[config.mk]
export PLATFORM = sky130hd
export DESIGN_NAME = stripe_run_detector_flat
export DESIGN_NICKNAME = d
export VERILOG_FILES = /design/src/rtl/stripe_run_if.sv /design/src/rtl/stripe_run_detector.sv /design/src/flat_wrapper.sv
export SDC_FILE = /design/constraint.sdc
export NUM_CORES = 1
export LEC_CHECK = 0
export CAP_MARGIN = 20
export CORE_ASPECT_RATIO = 0.5
export CORE_MARGIN = 1.5
export CORE_UTILIZATION = 40
export CTS_CLUSTER_DIAMETER = 40
export DETAILED_ROUTE_END_ITERATION = 16
export GPL_ROUTABILITY_DRIVEN = 0
export MAX_ROUTING_LAYER = met4
export PLACE_DENSITY = 0.59
export SYNTH_ARGS = -nofsm -noshare
export SYNTH_HDL_FRONTEND = slang
export SYNTH_SLANG_ARGS = --single-unit
[constraint.sdc]
create_clock -name clk -period 4.2 [get_ports clk]
set_clock_uncertainty 0.1 [all_clocks]
set_input_delay 0.63 -clock clk [delete_from_list [all_inputs] [get_ports clk]]
set_output_delay 0.63 -clock clk [all_outputs]
set_load 0.02 [all_outputs]
[src/rtl/stripe_run_if.sv]
// Handshake and BRAM read bus between the stripe run detector and its environment.
// Optional row_hits signal exists only when STRIPE_ROW_HITS_EN is defined.
interface stripe_run_if #(
  parameter int ADDR_W = 19,
  parameter int PIX_W  = 2,
  parameter int CNT_W  = 8
);
  logic              valid_to_read;
  logic [ADDR_W-1:0] bram_addr;
  logic [PIX_W-1:0]  bram_data;
  logic              busy;
  logic              detection_valid;
  logic              crossing_detected;
  logic [CNT_W-1:0]  stripe_count;
`ifdef STRIPE_ROW_HITS_EN
  logic [CNT_W-1:0]  row_hits;

  modport master (
    output valid_to_read, bram_data,
    input  bram_addr, busy, detection_valid, crossing_detected, stripe_count, row_hits
  );
  modport slave (
    input  valid_to_read, bram_data,
    output bram_addr, busy, detection_valid, crossing_detected, stripe_count, row_hits
  );
`else
  modport master (
    output valid_to_read, bram_data,
    input  bram_addr, busy, detection_valid, crossing_detected, stripe_count
  );
  modport slave (
    input  valid_to_read, bram_data,
    output bram_addr, busy, detection_valid, crossing_detected, stripe_count
  );
`endif
endinterface

[src/rtl/stripe_run_detector.sv]
// Scans subsampled image rows from BRAM, counts legal-width foreground stripes per row and
// flags a crossing after MIN_ROWS consecutive qualifying rows. Macro STRIPE_ROW_HITS_EN adds row_hits.
module stripe_run_detector #(
  parameter int IMG_WIDTH   = 640,
  parameter int IMG_HEIGHT  = 480,
  parameter int PIX_W       = 2,
  parameter int FG_VALUE    = 1,
  parameter int ROW_STEP    = 4,
  parameter int MIN_RUN     = 8,
  parameter int MAX_RUN     = 200,
  parameter int MIN_STRIPES = 3,
  parameter int MIN_ROWS    = 4,
  parameter int CNT_W       = 8
) (
  input  logic         clk,
  input  logic         rst,
  stripe_run_if.slave  bus
);
  localparam int ADDR_W = $clog2(IMG_WIDTH * IMG_HEIGHT);
  localparam int NROWS  = (IMG_HEIGHT + ROW_STEP - 1) / ROW_STEP;
  localparam int XW     = (IMG_WIDTH > 1) ? $clog2(IMG_WIDTH) : 1;
  localparam int RW     = (NROWS > 1) ? $clog2(NROWS) : 1;
  localparam int RUN_W  = $clog2(MAX_RUN + 2);

  localparam logic [XW-1:0]     X_LAST      = XW'(IMG_WIDTH - 1);
  localparam logic [RW-1:0]     ROW_LAST    = RW'(NROWS - 1);
  localparam logic [ADDR_W-1:0] ROW_SKIP    = ADDR_W'((ROW_STEP - 1) * IMG_WIDTH + 1);
  localparam logic [RUN_W-1:0]  RUN_MIN     = RUN_W'(MIN_RUN);
  localparam logic [RUN_W-1:0]  RUN_MAX     = RUN_W'(MAX_RUN);
  localparam logic [RUN_W-1:0]  RUN_SAT     = RUN_W'(MAX_RUN + 1);
  localparam logic [CNT_W-1:0]  STRIPES_MIN = CNT_W'(MIN_STRIPES);
  localparam logic [CNT_W-1:0]  ROWS_MIN    = CNT_W'(MIN_ROWS);
  localparam logic [PIX_W-1:0]  FG_PIX      = PIX_W'(FG_VALUE);

  typedef enum logic [1:0] {IDLE, SCAN, FLUSH, DONE} state_t;

  state_t            state;
  logic              start_prev;
  logic [ADDR_W-1:0] addr;
  logic [XW-1:0]     x;
  logic [RW-1:0]     row;
  logic              vld_p0, xlast_p0;
  logic [RUN_W-1:0]  run;
  logic [CNT_W-1:0]  row_stripes, consec, stripe_count;
  logic              busy, detection_valid, crossing_detected;
`ifdef STRIPE_ROW_HITS_EN
  logic [CNT_W-1:0]  row_hits;
`endif

  function automatic logic [RUN_W-1:0] run_inc(input logic [RUN_W-1:0] r);
    return (r >= RUN_SAT) ? RUN_SAT : r + 1'b1;
  endfunction

  function automatic logic [CNT_W-1:0] cnt_inc(input logic [CNT_W-1:0] c);
    return (&c) ? c : c + 1'b1;
  endfunction

  // Stage p1: classify the returned pixel, aligned with vld_p0/xlast_p0
  logic             fg, closing, stripe_hit, row_qual;
  logic [RUN_W-1:0] run_up, closed_len;
  logic [CNT_W-1:0] row_stripes_new, consec_new;

  always_comb begin
    fg              = (bus.bram_data == FG_PIX);
    run_up          = run_inc(run);
    // a foreground pixel only closes its run when it is the last one in the row
    closing         = fg ? xlast_p0 : (run != '0);
    closed_len      = fg ? run_up : run;
    stripe_hit      = closing && (closed_len >= RUN_MIN) && (closed_len <= RUN_MAX);
    row_stripes_new = stripe_hit ? cnt_inc(row_stripes) : row_stripes;
    row_qual        = (row_stripes_new >= STRIPES_MIN);
    consec_new      = row_qual ? cnt_inc(consec) : '0;
  end

  always_ff @(posedge clk or posedge rst) begin
    if (rst) begin
      state             <= IDLE;
      start_prev        <= 1'b1;   // a level already high at reset release is not a start
      addr              <= '0;
      x                 <= '0;
      row               <= '0;
      vld_p0            <= 1'b0;
      xlast_p0          <= 1'b0;
      run               <= '0;
      row_stripes       <= '0;
      consec            <= '0;
      stripe_count      <= '0;
      busy              <= 1'b0;
      detection_valid   <= 1'b0;
      crossing_detected <= 1'b0;
`ifdef STRIPE_ROW_HITS_EN
      row_hits          <= '0;
`endif
    end else begin
      start_prev      <= bus.valid_to_read;
      detection_valid <= 1'b0;
      // Stage p0: address issued this cycle, its data returns next cycle
      vld_p0          <= (state == SCAN);
      xlast_p0        <= (state == SCAN) && (x == X_LAST);

      if (vld_p0) begin
        if (xlast_p0) begin
          run         <= '0;
          row_stripes <= '0;
          consec      <= consec_new;
          if (row_stripes_new > stripe_count) stripe_count <= row_stripes_new;
          if (consec_new >= ROWS_MIN) crossing_detected <= 1'b1;
`ifdef STRIPE_ROW_HITS_EN
          if (row_qual) row_hits <= cnt_inc(row_hits);
`endif
        end else begin
          run         <= fg ? run_up : '0;
          row_stripes <= row_stripes_new;
        end
      end

      case (state)
        IDLE: begin
          if (bus.valid_to_read && !start_prev) begin
            state             <= SCAN;
            busy              <= 1'b1;
            addr              <= '0;
            x                 <= '0;
            row               <= '0;
            run               <= '0;
            row_stripes       <= '0;
            consec            <= '0;
            stripe_count      <= '0;
            crossing_detected <= 1'b0;
`ifdef STRIPE_ROW_HITS_EN
            row_hits          <= '0;
`endif
          end
        end
        SCAN: begin
          if (x == X_LAST) begin
            x <= '0;
            if (row == ROW_LAST) begin
              state <= FLUSH;
            end else begin
              row  <= row + 1'b1;
              addr <= addr + ROW_SKIP;
            end
          end else begin
            x    <= x + 1'b1;
            addr <= addr + 1'b1;
          end
        end
        FLUSH: state <= DONE;
        DONE: begin
          detection_valid <= 1'b1;
          busy            <= 1'b0;
          state           <= IDLE;
        end
        default: state <= IDLE;
      endcase
    end
  end

  assign bus.bram_addr         = addr;
  assign bus.busy              = busy;
  assign bus.detection_valid   = detection_valid;
  assign bus.crossing_detected = crossing_detected;
  assign bus.stripe_count      = stripe_count;
`ifdef STRIPE_ROW_HITS_EN
  assign bus.row_hits          = row_hits;
`endif
endmodule
[src/flat_wrapper.sv]
// flat-port wrapper written by rule: the top's interface ports become plain ports
module stripe_run_detector_flat 
#(
  parameter int IMG_WIDTH   = 640,
  parameter int IMG_HEIGHT  = 480,
  parameter int PIX_W       = 2,
  parameter int FG_VALUE    = 1,
  parameter int ROW_STEP    = 4,
  parameter int MIN_RUN     = 8,
  parameter int MAX_RUN     = 200,
  parameter int MIN_STRIPES = 3,
  parameter int MIN_ROWS    = 4,
  parameter int CNT_W       = 8
)
  (clk, rst, bus_valid_to_read, bus_bram_data, bus_bram_addr, bus_busy, bus_detection_valid, bus_crossing_detected, bus_stripe_count);
  stripe_run_if #(.PIX_W(PIX_W), .CNT_W(CNT_W)) bus_i ();
  input  logic clk;
  input  logic rst;
  input wire logic [$bits(bus_i.valid_to_read)-1:0] bus_valid_to_read;
  input wire logic [$bits(bus_i.bram_data)-1:0] bus_bram_data;
  output wire logic [$bits(bus_i.bram_addr)-1:0] bus_bram_addr;
  output wire logic [$bits(bus_i.busy)-1:0] bus_busy;
  output wire logic [$bits(bus_i.detection_valid)-1:0] bus_detection_valid;
  output wire logic [$bits(bus_i.crossing_detected)-1:0] bus_crossing_detected;
  output wire logic [$bits(bus_i.stripe_count)-1:0] bus_stripe_count;
  assign bus_i.valid_to_read = bus_valid_to_read;
  assign bus_i.bram_data = bus_bram_data;
  assign bus_bram_addr = bus_i.bram_addr;
  assign bus_busy = bus_i.busy;
  assign bus_detection_valid = bus_i.detection_valid;
  assign bus_crossing_detected = bus_i.crossing_detected;
  assign bus_stripe_count = bus_i.stripe_count;
  stripe_run_detector #(.IMG_WIDTH(IMG_WIDTH), .IMG_HEIGHT(IMG_HEIGHT), .PIX_W(PIX_W), .FG_VALUE(FG_VALUE), .ROW_STEP(ROW_STEP), .MIN_RUN(MIN_RUN), .MAX_RUN(MAX_RUN), .MIN_STRIPES(MIN_STRIPES), .MIN_ROWS(MIN_ROWS), .CNT_W(CNT_W)) u_core (.clk(clk), .rst(rst), .bus(bus_i));
endmodule
Word-level counts from Yosys, hierarchy flattened
Index checks and enable logic that the tools add are counted.
{ "totals": {"regBits": 76, "in_bits": 5, "wordCells": 102, "output_inout_bits": 30} }
{ "op_classes": {"n_lt_le_gt_ge": 6, "add_sub_neg": 7, "mux": 48, "reduce_logical": 16, "n_eq_ne": 11} }
{ "op_table": {"columns": ["cell", "n"], "rows": [
  ["2-to-1 mux 8 bit", 24],
  ["2-to-1 mux 19 bit", 3],
  ["one-hot mux 19 bit (2 select lines)", 1],
  ["adder 8 x 1 -> 8 bit, second input constant", 3],
  ["2-to-1 mux 7 bit", 3],
  ["2-to-1 mux 10 bit", 2],
  ["one-hot mux 10 bit (2 select lines)", 1],
  ["adder 19 x 1 -> 19 bit, second input constant", 1],
  ["adder 19 x 11 -> 19 bit, second input constant", 1],
  ["AND reduction 8 bit", 2],
  ["one-hot mux 7 bit (2 select lines)", 1],
  ["adder 10 x 1 -> 10 bit, second input constant", 1],
  ["== test 10 bit, second input constant", 1],
  [">= comparator 8 x 2 -> 1 bit, second input constant", 1],
  [">= comparator 8 x 3 -> 1 bit, second input constant", 1],
  [">= comparator 8 x 4 -> 1 bit, second input constant", 1],
  [">= comparator 8 bit, second input constant", 1],
  ["greater-than comparator 8 bit", 1],
  ["less-or-equal comparator 8 bit, second input constant", 1],
  ["2-to-1 mux 1 bit", 8],
  ["one-hot mux 2 bit (4 select lines)", 1],
  ["nonzero test 8 bit", 1],
  ["adder 7 x 1 -> 7 bit, second input constant", 1],
  ["== test 7 bit, second input constant", 1],
  ["other kinds (14)", 26]
]} }

Logic depth before layout (Yosys ltp)
{ "logic_depth": {"depth_word": 15, "ltp_mapped": 21, "mapped_depth_nobuf": 20} }

Least setup slack after synthesis
OpenSTA, ideal clock, no wires.
{ "synth_timing": {"kind": "reg-to-reg", "startpoint": "register u_core.run[0]", "endpoint": "register u_core.stripe_count[7], in the netlist u_core.bus.stripe_count[7]", "synth_period_minus_slack_ns": 4.415, "stages_incl_launch_ff": 22, "arrival_ns": 4.183, "setup_ns": 0.132, "path_buffers": 1, "slack_ns": -0.215, "required_time_ns": 3.968, "cell_sequence": "dfrtp_1 > inv_2 > ha_1 > nor3b_2 > o21a_1 > a22o_1 > a2bb2oi_2 > or2_1 > buf_2 > nand3_1 > mux2_2 > ha_1 > nor2b_1 > o21a_1 > o21a_1 > o21a_1 > o21a_1 > o21a_1 > o21ai_0 > a21oi_1 > mux2i_1 > nor2_1"} }
{ "synth_between": {"elab_chain_cells": 13, "elab_cells_between_ends": 17, "cone_classes": "add/sub (1); order compare (4); mux (9); reduce/logical (3)"} }
{ "synth_lines": {"columns": ["element", "line", "rtl"], "rows": [
  ["start, declared", "stripe_run_detector.sv:43", "logic [RUN_W-1:0] run;"],
  ["start signal, assigned", "stripe_run_detector.sv:112", "run <= fg ? run_up : '0;"],
  ["adder 8 x 1 -> 8 bit or >= comparator 8 bit (tied branches)", "stripe_run_detector.sv:51", "return (r >= RUN_SAT) ? RUN_SAT : r + 1'b1;"],
  ["2-to-1 mux 8 bit", "stripe_run_detector.sv:51", null],
  ["2-to-1 mux 8 bit", "stripe_run_detector.sv:68", "closed_len = fg ? run_up : run;"],
  [">= comparator 8 x 4 -> 1 bit", "stripe_run_detector.sv:69", "stripe_hit = closing && (closed_len >= RUN_MIN) && (closed_len <= RUN_MAX);"],
  ["logical AND 1 bit", "stripe_run_detector.sv:69", null],
  ["logical AND 1 bit *", "stripe_run_detector.sv:69", null],
  ["2-to-1 mux 8 bit *", "stripe_run_detector.sv:70", "row_stripes_new = stripe_hit ? cnt_inc(row_stripes) : row_stripes;"],
  ["greater-than comparator 8 bit", "stripe_run_detector.sv:106", "if (row_stripes_new > stripe_count) stripe_count <= row_stripes_new;"],
  ["2-to-1 mux 8 bit *", "stripe_run_detector.sv:106", null],
  ["2-to-1 mux 8 bit *", "stripe_run_detector.sv:102", "if (xlast_p0) begin"],
  ["2-to-1 mux 8 bit *", "stripe_run_detector.sv:101", "if (vld_p0) begin"],
  ["2-to-1 mux 8 bit", "stripe_run_detector.sv:119", "if (bus.valid_to_read && !start_prev) begin"],
  ["2-to-1 mux 8 bit *", "stripe_run_detector.sv:117", "case (state)"],
  ["end signal, assigned", "stripe_run_detector.sv:106", null],
  ["end, declared", "stripe_run_detector.sv:44", "logic [CNT_W-1:0] row_stripes, consec, stripe_count;"]
]} }
Mark *: on every way between the ends. The rest lies on a longest branch, timed or not.
A chain may end at the register's enable or synchronous reset.

Final worst setup path
{ "layout_timing": {"startpoint": "register u_core.run[1]", "endpoint": "register u_core.stripe_count[5], in the netlist u_core.bus.stripe_count[5]"} }
Same word-level chain as after synthesis.

==> flow_metrics.py <==
metrics = {
    "outcome": {
        "status": "completed",
    },
    "pwr": {
        "p_leak_nw": 2.53,
        "ir_worst_vdd_uv": 199,
        "total_power_mw": 1.84,
        "cellPowerDensity_mw_per_mm2": 315,
    },
    "finish": {
        "fraction_of_layout_cells_with_a_size_suffix_above_1": 0.167,
        "final-seq-area_sq_mm": 0.00190,
        "area_growth_pct": 24.9,
        "design.final.nets": 618,
        "layout.cells.most_common": "dfrtp_1",
        "layoutNonFillerInstCount": 753,
        "antenna_cells_inserted": 0,
        "multi_input_area_sq_mm": 0.00272,
        "layout.cells.most_common_list": "74 x dfrtp_1, 69 x nor2_1, 52 x nand2_1",
        "fillerInstances": 1073,
    },
    "logic_synthesis": {
        "synth.top_cell.area_share": 0.400,
        "post_synth_instance_area_sq_mm": 0.00469,
        "sequential_area_share_after_synthesis": 0.406,
        "yosys_register_bits": 76,
        "synth.area.top_cells": "dfrtp_1 40%, ha_1 6.4%, nor2_1 5.7%, nand2_1 4.2%, xor2_1 3.7%",
        "synth_enable_flop_cells": 0,
        "synthesized_netlist_cell_count": 522,
        "post_synth.cell_area_avg_sq_um": 8.99,
        "synth.yosys.warnings": 0,
        "synth-async-reset-ratio": 1.00,
        "dominantRegCellSynth": "dfrtp_1",
        "syn-num-nets": 551,
        "synth_largest_area_cell": "dfrtp_1",
        "yosys.cell_types.count": 67,
    },
    "route": {
        "wl_mm": 10.9,
        "routed_wire_length_per_instance_um": 14.5,
        "routed-via-count": 3915,
        "drcViolationCount": 0,
        "dr.first_iter.drc_count": 241,
        "drt.antenna.violating_nets": 0,
        "detail_route.first_pass.iterations": 4,
        "vias_per_cell": 5.20,
    },
    "critical_path": {
        "crit_path_end_kind": "register",
        "worst-endpoint-required_ps": 4280,
        "start_kind": "register",
        "crit_type": "register to register",
        "crit_buf_inv": 2,
        "timing.reg2reg.worst_path_depth": 20,
        "ff2ff_setup_slack_ps": 100,
        "worst_path_most_repeated_cell": "o21a_1",
        "critical_path.max_stage_delay_ps": 390,
        "crit_path_cell_trace": "inv_2 > ha_1 > nor3b_4 > o21a_1 > a41oi_2 > buf_4 > o31a_1 > nand3_2 > mux2_4 > ha_4 > nor2b_1 > o21a_1 > o21a_1 > o21a_1 > o21a_1 > o21a_1 > o21ai_4 > a21oi_4 > mux2i_1 > nor2_1",
        "crit_arrival_ps": 4180,
        "worstReg2RegStart": "u_core.run[1]",
        "worst_path_max_delay_cell": "dfrtp_1",
        "cpLargestDelayFamily": "compound AO/OA/AOI/OAI gates",
        "rr_endpoint": "u_core.bus.stripe_count[5]",
        "critical_path_peak_fanout": 5,
    },
    "clock_tree": {
        "cts.root.buffer_cell": "clkbuf_16",
        "tritoncts": "yes",
        "cts.sinks": 76,
        "tritoncts.num_buffers": 9,
        "clkLatencyLatePin_ps": 340,
        "clock_path_buffers": 2,
        "clock_tree.htree_level_count": 3,
        "cts.clk_slew.worst_paths_ps": 60,
    },
    "placement": {
        "place.port_buffers": 34,
        "placed_cells": 734,
        "detailed_place_hpwl_mm": 7.62,
    },
    "timing": {
        "clock.fmax_mhz": 244,
        "final-setup-viol-count": 0,
        "timing.final.crit_share": 0.976,
        "finalSetupTns_ps": 0,
        "finalWorstPathRequiredPeriod_ps": 4100,
        "report.final.hold_viol_count": 0,
        "worst_relative_slew_slack": 0.497,
        "timing.final.max_slew_violations": 0,
        "setup_repair_after_global_routing_missed_its_margin": "yes",
        "tightest_slew_ps": 754,
    },
    "floorplanning": {
        "floorplan.die_area_sq_mm": 0.0124,
        "design.portCount": 35,
        "floorplan.rows": 27,
        "initial_utilization": 0.418,
        "die-width_um": 156,
        "die_height_um": 79.6,
        "placeableCoreArea_sq_mm": 0.0112,
    },
    "grt": {
        "global_route_congestion_overflow_total": 0,
        "grt_util_all_layers": 0.194,
        "initial_antenna_violation_count": 0,
        "grt_pass1_wl_mm": 18.6,
        "first_global_vias": 3821,
        "largest_net_degree_at_the_start_of_global_routing": 56,
    },
    "run": {
        "maxCapViolCount": 0,
    },
    "min_path": {
        "hold_path.class": "input pin to async pin",
    },
}
==> logic make-up (layout without fill, tap and decap cells) <==
kind of cell	after synthesis	after routing	share of synthesized area
multiplexers	14	14	0.0309
AND/OR/NAND/NOR	220	220	0.232
XOR/XNOR	31	31	0.0595
adder cells (fa/ha/maj)	24	24	0.0640
buffers and inverters	43	114	0.0387
flip-flops	76	76	0.406
AO/OA/AOI/OAI	114	115	0.169
==> worst reg2reg max path: cells and delay by family, from the launching register on <==
kind / cells / cell delay [ps]
buf+inv: 2 / 240
flops: 1 / 390
compound gates: 10 / 1800
simple gates: 4 / 470
fa+ha+maj: 2 / 430
mux: 2 / 510
==> state kept, by name, indices dropped and copies added (netlist names) <==
name / flops
u_core.bus.bram_addr: 19
u_core.x: 10
u_core.bus.stripe_count: 8
u_core.consec: 8
u_core.row_stripes: 8
u_core.run: 8
u_core.row: 7
u_core.state: 2
u_core.bus.busy: 1
u_core.bus.crossing_detected: 1
u_core.bus.detection_valid: 1
u_core.start_prev: 1
u_core.vld_p0: 1
u_core.xlast_p0: 1
==> repair_timing <==
item / CTS / global route
setup endpoints to repair: 8 / 8
gates resized for setup: 12 / 10
buffers inserted: 0 / 1
hold endpoints to repair: 0 / 0
cloned: 1 / 0
pin swaps: 7 / 5
hold buffers: 0 / 0
==> synthesized netlist by cell type, types with 5 or more instances <==
cell / number
nand4_1: 15
and3_1: 6
o21ai_0: 29
a22oi_1: 8
nand2_1: 52
nand3_1: 21
clkbuf_1: 14
nor3_1: 12
nand2b_1: 6
a211oi_1: 5
and2_1: 8
xnor2_1: 10
nor2_1: 71
dfrtp_1: 75
xor2_1: 20
ha_1: 24
inv_1: 22
or3_1: 5
mux2i_1: 10
o21a_1: 7
a21oi_1: 25
==> stage by stage <==
step / setup slack [ps] / instance area (sq um) / hold WS [ps] / utilization
3_3_place_gp: -419 / 5440 / 397 / 0.485
6_report: 101 / 5860 / 411 / 0.522
4_1_cts: 50.9 / 5780 / 416 / 0.515
5_1_grt: -129 / 5860 / 406 / 0.522
3_5_place_dp: -513 / 5440 / 408 / 0.485
2_1_floorplan: 35.1 / 4700 / 377 / -
==> routing by layer <==
layer,GRT usage,vias up,wire length (um)
li1,-,1984,-
met1,0.259,1869,5480
met2,0.304,52,4980
met3,0.0402,10,326
met4,0.0476,0,102
met5,-,-,0
==> layout make-up <==
class / count / share of cell area
multi-input cells: 404 / 0.465
flip-flops and latches: 76 / 0.325
repair buffers: 75 / 0.114
clock buffers: 12 / 0.0421
well taps: 159 / 0.0340
inverters: 23 / 0.0150
clock inverters: 4 / 0.00449
==> worst max-delay path by stage <==
stage / startpoint / to / depth (start not counted)
final: u_core.run[1] / u_core.bus.stripe_count[5] / 20
after floorplan: u_core.run[1] / u_core.bus.stripe_count[2] / 21
after detailed placement: bus_bram_data[1] / u_core.bus.stripe_count[5] / 19
after CTS: u_core.run[0] / u_core.bus.stripe_count[5] / 20
after global routing: u_core.run[0] / u_core.bus.stripe_count[5] / 20
after global placement: bus_bram_data[1] / u_core.bus.stripe_count[2] / 19
==> power breakdown <==
part | switching, mW | leakage (nW) | internal, mW | total [mW]
Combinational | 0.169 | 1.42 | 0.175 | 0.344
Clock | 0.297 | 0.133 | 0.415 | 0.712
Sequential | 0.0329 | 0.980 | 0.754 | 0.787
Total | 0.499 | 2.53 | 1.34 | 1.84
No activity file was read; power rests on OpenSTA's default activity.
